--- src/rtl/imem_pkg.sv ---
// Shared types for the instruction-fetch slice: FSM states, buffer entry layout and
// the PC legality helper used by the controller.
package imem_pkg;

   localparam int IMEM_DATA_W = 32;
   localparam int IMEM_ADDR_W = 32;
   localparam int PC_STEP     = 4;

   typedef enum logic [1:0] {
      FETCH_RUN   = 2'd0,
      FETCH_HALT  = 2'd1,
      FETCH_FAULT = 2'd2
   } fetch_state_t;

   typedef struct packed {
      logic [IMEM_ADDR_W-1:0] pc;
      logic [IMEM_DATA_W-1:0] instr;
   } fetch_entry_t;

   // A PC is unusable if it is not word aligned or its word index lies past the memory.
   function automatic logic pc_illegal(input logic [IMEM_ADDR_W-1:0] pc,
                                       input int unsigned mem_size);
      logic [31:0] word_idx;
      word_idx = 32'({2'b00, pc[IMEM_ADDR_W-1:2]});
      return (pc[1:0] != 2'b00) || (word_idx >= mem_size);
   endfunction

endpackage

--- src/rtl/fetch_fifo.sv ---
// Small synchronous buffer of fetched {pc, instruction} pairs; a synchronous flush
// empties it on redirects and takes precedence over a simultaneous pop.
module fetch_fifo
   import imem_pkg::*;
#(
   parameter int DEPTH = 2
) (
   input  logic         clk,
   input  logic         rst,
   input  logic         push_i,
   input  logic         pop_i,
   input  logic         flush_i,
   input  fetch_entry_t wdata_i,
   output fetch_entry_t head_o,
   output logic         valid_o,
   output logic         full_o
);

   localparam int PTR_W = (DEPTH > 1) ? $clog2(DEPTH) : 1;
   localparam int CNT_W = PTR_W + 1;
   localparam logic [PTR_W-1:0] PTR_MASK = PTR_W'(DEPTH - 1);

   fetch_entry_t     mem_q [DEPTH];
   logic [PTR_W-1:0] wr_q, wr_d;
   logic [PTR_W-1:0] rd_q, rd_d;
   logic [CNT_W-1:0] cnt_q, cnt_d;
   logic             valid_q, valid_d;
   logic             do_push_s, do_pop_s;

   // Pointer and occupancy next-state; flush discards everything, including a pop.
   always_comb begin
      do_push_s = push_i && !flush_i;
      do_pop_s  = pop_i && valid_q && !flush_i;
      wr_d      = wr_q;
      rd_d      = rd_q;
      cnt_d     = cnt_q;
      if (flush_i) begin
         wr_d  = '0;
         rd_d  = '0;
         cnt_d = '0;
      end else begin
         if (do_push_s) begin
            wr_d = (wr_q + PTR_W'(1)) & PTR_MASK;
         end else begin
            wr_d = wr_q;
         end
         if (do_pop_s) begin
            rd_d = (rd_q + PTR_W'(1)) & PTR_MASK;
         end else begin
            rd_d = rd_q;
         end
         case ({do_push_s, do_pop_s})
            2'b10:   cnt_d = cnt_q + CNT_W'(1);
            2'b01:   cnt_d = cnt_q - CNT_W'(1);
            default: cnt_d = cnt_q;
         endcase
      end
      valid_d = (cnt_d != '0);
   end

   // Storage and pointer registers.
   always_ff @(posedge clk or posedge rst) begin
      if (rst) begin
         for (int i = 0; i < DEPTH; i++) begin
            mem_q[i] <= '0;
         end
         wr_q    <= '0;
         rd_q    <= '0;
         cnt_q   <= '0;
         valid_q <= 1'b0;
      end else begin
         if (do_push_s) begin
            mem_q[wr_q] <= wdata_i;
         end
         wr_q    <= wr_d;
         rd_q    <= rd_d;
         cnt_q   <= cnt_d;
         valid_q <= valid_d;
      end
   end

   assign head_o  = mem_q[rd_q];
   assign valid_o = valid_q;
   assign full_o  = (cnt_q == CNT_W'(DEPTH));

endmodule

--- src/rtl/imem_fetch_controller.sv ---
// Program-counter owner for the combinational instruction memory: fetches one word per
// cycle into the fetch buffer and handles redirects, halts and address faults.
module imem_fetch_controller
   import imem_pkg::*;
#(
   parameter int DATA_WIDTH    = IMEM_DATA_W,
   parameter int ADDRESS_WIDTH = IMEM_ADDR_W,
   parameter int MEM_SIZE      = 256,
   parameter logic [ADDRESS_WIDTH-1:0] RESET_PC = '0,
   parameter int FIFO_DEPTH    = 2
) (
   input  logic                     clk,
   input  logic                     rst,
   output logic [ADDRESS_WIDTH-1:0] imem_address,
   input  logic [DATA_WIDTH-1:0]    imem_instruction,
   input  logic                     redirect_valid,
   input  logic [ADDRESS_WIDTH-1:0] redirect_pc,
   input  logic                     halt_req,
   output logic                     instr_valid,
   input  logic                     instr_ready,
   output logic [DATA_WIDTH-1:0]    instr_out,
   output logic [ADDRESS_WIDTH-1:0] instr_pc,
   output logic                     fault,
   output logic [ADDRESS_WIDTH-1:0] fault_pc
);

   fetch_state_t             state_q;
   logic [ADDRESS_WIDTH-1:0] pc_q;
   logic [ADDRESS_WIDTH-1:0] fault_pc_q;
   logic                     fault_q;

   logic         pc_bad_s, pop_s, space_s, fe_s;
   logic         fifo_valid_s, fifo_full_s;
   fetch_entry_t push_entry_s, head_s;

   // Fetch enable: a full buffer still accepts a push when decode pops in the same cycle.
   always_comb begin
      pc_bad_s           = pc_illegal(pc_q, MEM_SIZE);
      pop_s              = fifo_valid_s && instr_ready;
      space_s            = !fifo_full_s || pop_s;
      fe_s               = (state_q == FETCH_RUN) && !redirect_valid && !pc_bad_s
                           && !halt_req && space_s;
      push_entry_s.pc    = pc_q;
      push_entry_s.instr = imem_instruction;
   end

   fetch_fifo #(
      .DEPTH (FIFO_DEPTH)
   ) u_fifo (
      .clk     (clk),
      .rst     (rst),
      .push_i  (fe_s),
      .pop_i   (pop_s),
      .flush_i (redirect_valid),
      .wdata_i (push_entry_s),
      .head_o  (head_s),
      .valid_o (fifo_valid_s),
      .full_o  (fifo_full_s)
   );

   // Fetch FSM: redirect beats the fault check, which beats halt.
   always_ff @(posedge clk or posedge rst) begin
      if (rst) begin
         state_q    <= FETCH_RUN;
         pc_q       <= RESET_PC;
         fault_q    <= 1'b0;
         fault_pc_q <= '0;
      end else begin
         case (state_q)
            FETCH_RUN: begin
               if (redirect_valid) begin
                  pc_q <= redirect_pc;
               end else if (pc_bad_s) begin
                  state_q    <= FETCH_FAULT;
                  fault_q    <= 1'b1;
                  fault_pc_q <= pc_q;
               end else if (halt_req) begin
                  state_q <= FETCH_HALT;
               end else if (space_s) begin
                  pc_q <= pc_q + ADDRESS_WIDTH'(PC_STEP);
               end
            end
            FETCH_HALT: begin
               if (redirect_valid) begin
                  pc_q <= redirect_pc;
               end else if (!halt_req) begin
                  state_q <= FETCH_RUN;
               end
            end
            FETCH_FAULT: begin
               if (redirect_valid) begin
                  pc_q    <= redirect_pc;
                  fault_q <= 1'b0;
                  state_q <= halt_req ? FETCH_HALT : FETCH_RUN;
               end
            end
            default: begin
               state_q <= FETCH_RUN;
               fault_q <= 1'b0;
            end
         endcase
      end
   end

   assign imem_address = pc_q;
   assign instr_valid  = fifo_valid_s;
   assign instr_out    = head_s.instr;
   assign instr_pc     = head_s.pc;
   assign fault        = fault_q;
   assign fault_pc     = fault_pc_q;

endmodule
--- config.mk ---
export PLATFORM = sky130hd
export DESIGN_NAME = imem_fetch_controller
export DESIGN_NICKNAME = d
export VERILOG_FILES = /design/src/rtl/imem_pkg.sv /design/src/rtl/fetch_fifo.sv /design/src/rtl/imem_fetch_controller.sv
export SDC_FILE = /design/constraint.sdc
export NUM_CORES = 1
export LEC_CHECK = 0
export BUFFER_PORTS_ARGS = -buffer_cell sky130_fd_sc_hd__buf_2
export CORE_AREA = 2 2 128 130
export DETAILED_ROUTE_END_ITERATION = 6
export DIE_AREA = 0 0 130 132
export PLACE_DENSITY = 0.84
export SLEW_MARGIN = 20
export SYNTH_ARGS = -nofsm -noshare
export SYNTH_HDL_FRONTEND = slang
export SYNTH_SLANG_ARGS = --single-unit
--- constraint.sdc ---
create_clock -name clk -period 13.35 [get_ports clk]
set_input_delay 0.6675 -clock clk [delete_from_list [all_inputs] [get_ports clk]]
set_output_delay 0.6675 -clock clk [all_outputs]
set_load 0.02 [all_outputs]
==> Flow_metrics.wiki <==
{| class="wikitable"
! Metric !! Value
|-
| Post-synthesis compound-gate area fraction || 8.59%
|-
| Synthesized instance count || 736
|-
| Avg WL per Cell || 19.1 um
|-
| Mean instance size in the synthesized netlist || 12.4 um^2
|-
| Highest Clock Rate || 302 MHz
|-
| Fraction of the mapped netlist area in simple logic gates || 11.0%
|-
| Max transition margin || 40.3%
|-
| Die Footprint || 17200 um^2
|-
| Met2 track utilization from global routing || 41.0%
|-
| Top-level port count || 199
|-
| Number of gates resized after cts || 0
|-
| Clock-pin slew of the registers on the worst-case setup and hold paths || 0.07 ns
|-
| Flip-flop and latch count after synthesis || 200
|-
| # nets final || 989
|-
| Final period util || 24.8%
|-
| First-pass GRT wire length || 35300 um
|-
| Number of DRC violations after detailed-routing iteration 0 || 598
|-
| CTS tree || built
|-
| GRT overflow || 0
|-
| Yosys cell types || 60
|-
| Setup Skew || 0.0118 ns
|-
| Most frequently used flop master after synthesis || sky130_fd_sc_hd__dfrtp_1
|-
| Number of I/O port buffers || 198
|-
| Post-detailed-route DRC marker count || 0
|-
| Routed Antenna Nets || 0
|-
| Maximum resistive drop on vdd || 0.000146 V
|-
| GR Util met3 || 6.62%
|-
| Power density over the cells || 182 nW/um^2
|-
| Longest Clk Path Bufs || 2
|-
| Yosys Warn Count || 0
|-
| Dominant combinational cell family by area after synthesis || multiplexers
|-
| Register area share after synthesis || 54.8%
|-
| Via-to-Cell Ratio || 5.88
|-
| Vias in the first global route || 6896
|-
| Horizontal die dimension || 130 um
|-
| Post-CTS setup buffers || 0
|-
| Maximum number of pins on one net before global-route repair || 128
|-
| Skew-Pair Late Insertion Delay || 0.43 ns
|-
| Initial core utilization || 58.1%
|-
| DPL Wire Length || 14100 um
|-
| Inserted Clock Buffers || 17
|-
| Placeable core region || 15700 um^2
|-
| Synthesized Nets || 812
|-
| Top Usage Layer GRT || met2
|-
| Root buf cell || sky130_fd_sc_hd__clkbuf_16
|-
| H-tree Lvls || 4
|-
| Final Hold Viols || 0
|-
| Fin area || 10800 um^2
|-
| LEAKAGE || 5.48 nW
|-
| Mux share of post-synthesis cell area || 21.2%
|-
| N_diodes || 0
|-
| Async SR Flop Fraction || 100%
|-
| Number of clock sinks seen by CTS || 200
|-
| Row count || 46
|-
| Number of maximum-capacitance violations || 0
|-
| Worst-case hold slack || 0.413 ns
|-
| Startpoint Class || flop
|-
| Netlist Area Pre-Place || 9130 um^2
|-
| Vertical die dimension || 132 um
|-
| Path type of the worst min-delay path || in -> async
|-
| Critical Path RT || 13.71 ns
|-
| Most used cells in the layout excluding fill and tap cells || 199 x sky130_fd_sc_hd__dfrtp_1, 198 x sky130_fd_sc_hd__buf_2, 134 x sky130_fd_sc_hd__mux2_2
|-
| RePlAce Congestion || 0.955
|-
| Global-route met1 utilization || 34.9%
|-
| Tot GR Track Use || 25.8%
|-
| Total detailed-routing wirelength || 21800 um
|-
| Number of antenna violations at the first check in global routing || 0
|-
| 1st-pass router iterations || 7
|-
| Post-Route Setup TNS || 0 ns
|-
| Total cell area at the placement stage || 10200 um^2
|-
| Worst endpoint data arrival time || 3.67 ns
|-
| Most common cell after layout, fill and taps aside || sky130_fd_sc_hd__dfrtp_1
|-
| Number of flops mapped to enable cells by yosys || 0
|-
| Critical path peak fanout || 17
|-
| Setup Viol. Count Final || 0
|-
| RSZ-0062 raised after global routing || false
|-
| Via count || 6708
|-
| Outcome || completed
|-
| Slew at the pin with the worst max-slew slack || 0.896 ns
|-
| Tot Pwr || 1.97 mW
|-
| Share of cells above drive strength 1 || 41.7%
|-
| Capturing element type of the critical path || flop
|-
| Category of the critical setup timing path || reg -> reg
|-
| Slew Limit Fails || 0
|-
| Hold Buf Count CTS || 0
|-
| Layout Area Growth over Synthesis || 18.4%
|-
| Adder-Cell Fraction of Synth Area || 0.959%
|-
| Parity-gate share of the synthesized area counting xor and xnor cells || 0.384%
|-
| Count of filler cells inserted in the layout || 1132
|-
| Time the worst path needs with I/O delays and setup || 3.31 ns
|}
## metrics by stage
step	setup slack [ns]	util (%)	std cells
floorplan	7.23	-	736
global placement	10.33	65.0	1110
detailed placement	10.25	65.0	1110
CTS	10.20	68.8	1140
global route	9.98	68.8	1140
finish	10.04	68.8	1140
## power by group
group / internal, mW / switching [mW] / total [mW] / leakage [nW]
sequential: 0.702 / 0.129 / 0.831 / 2.63
combinational: 0.223 / 0.396 / 0.619 / 2.57
clock: 0.299 / 0.217 / 0.516 / 0.291
total: 1.22 / 0.742 / 1.97 / 5.48
## critical path, cell delays in order, from the launching register on
cell and delay [ns]:
sky130_fd_sc_hd__dfrtp_1 0.50, sky130_fd_sc_hd__nor4_1 0.58, sky130_fd_sc_hd__nand4_2 0.34, sky130_fd_sc_hd__o21a_1 0.51, sky130_fd_sc_hd__nor2_1 0.77, sky130_fd_sc_hd__buf_4 0.33
sky130_fd_sc_hd__o221a_2 0.20
## kinds of logic (layout without fill, tap and decap cells)
family / count (synthesis) / count (layout)
compound gates: 122 / 122
xor+xnor: 4 / 4
fa+ha+maj: 7 / 7
buf+inv: 56 / 244
flops: 200 / 200
mux: 172 / 172
simple gates: 175 / 175
## cells in the mapped netlist, drive strengths merged (2+ instances only)
library cell,n,share of area (%)
and2,29,2.0
nor4,11,1.0
and3,5,0.34
buf,25,1.8
mux2,172,21
nor2b,25,1.7
xnor2,3,0.29
o221a,2,0.25
nand3,14,0.90
a31oi,17,1.2
clkbuf,23,0.95
o22ai,8,0.55
o32ai,2,0.19
o21ai,27,1.5
nor2,27,1.2
or4,2,0.16
dfrtp,200,55
o31ai,5,0.41
a21oi,28,1.5
ha,7,0.96
nand4,12,0.89
nand2b,2,0.14
nand2,30,1.3
inv,8,0.33
or3,3,0.21
a22oi,6,0.49
and4,4,0.38
o21a,3,0.25
or2,2,0.14
nor3,5,0.27
a21o,2,0.16
nand4b,2,0.19
a22o,6,0.58
a41o,3,0.33
## layer usage
metal  part of all wire [%]  wire length, um
met1                     42             9120
met2                     47            10300
met3                    8.8             1910
met4                    2.2              477
met5                      0                0
## path summary, 6_finish.rpt
check | startpoint | slack (ns) | endpoint | cells past startpoint
worst min-delay path | rst | 0.41 | fault_pc[1] | 2
worst min register to register | u_fifo.mem_q[54] | 0.48 | u_fifo.mem_q[54] | 1
worst max-delay path | imem_address[12] | 10.04 | imem_address[30] | 6
worst max register to register | imem_address[12] | 10.04 | imem_address[30] | 6
min in group clk | imem_instruction[0] | 0.47 | u_fifo.mem_q[64] | 2
max in group asynchronous | rst | 11.49 | u_fifo.mem_q[40] | 3
## registers in the layout, indices dropped and copies added (netlist names), 2 cells and up
register	cells
u_fifo.cnt_q	2
imem_address	32
state_q	2
fault_pc	32
u_fifo.mem_q	128
## cell type report
type	instances	area (um^2)	share of cell area [%]
timing repair buffer	206	1050	9.72
tap	216	270	2.50
clock inverter	11	150	1.39
inverter	8	37.5	0.347
clock buffer	19	443	4.10
sequential	200	5010	46.3
multi-input combinational	480	3850	35.6
Note: power is estimated with default switching activity, not from simulation.
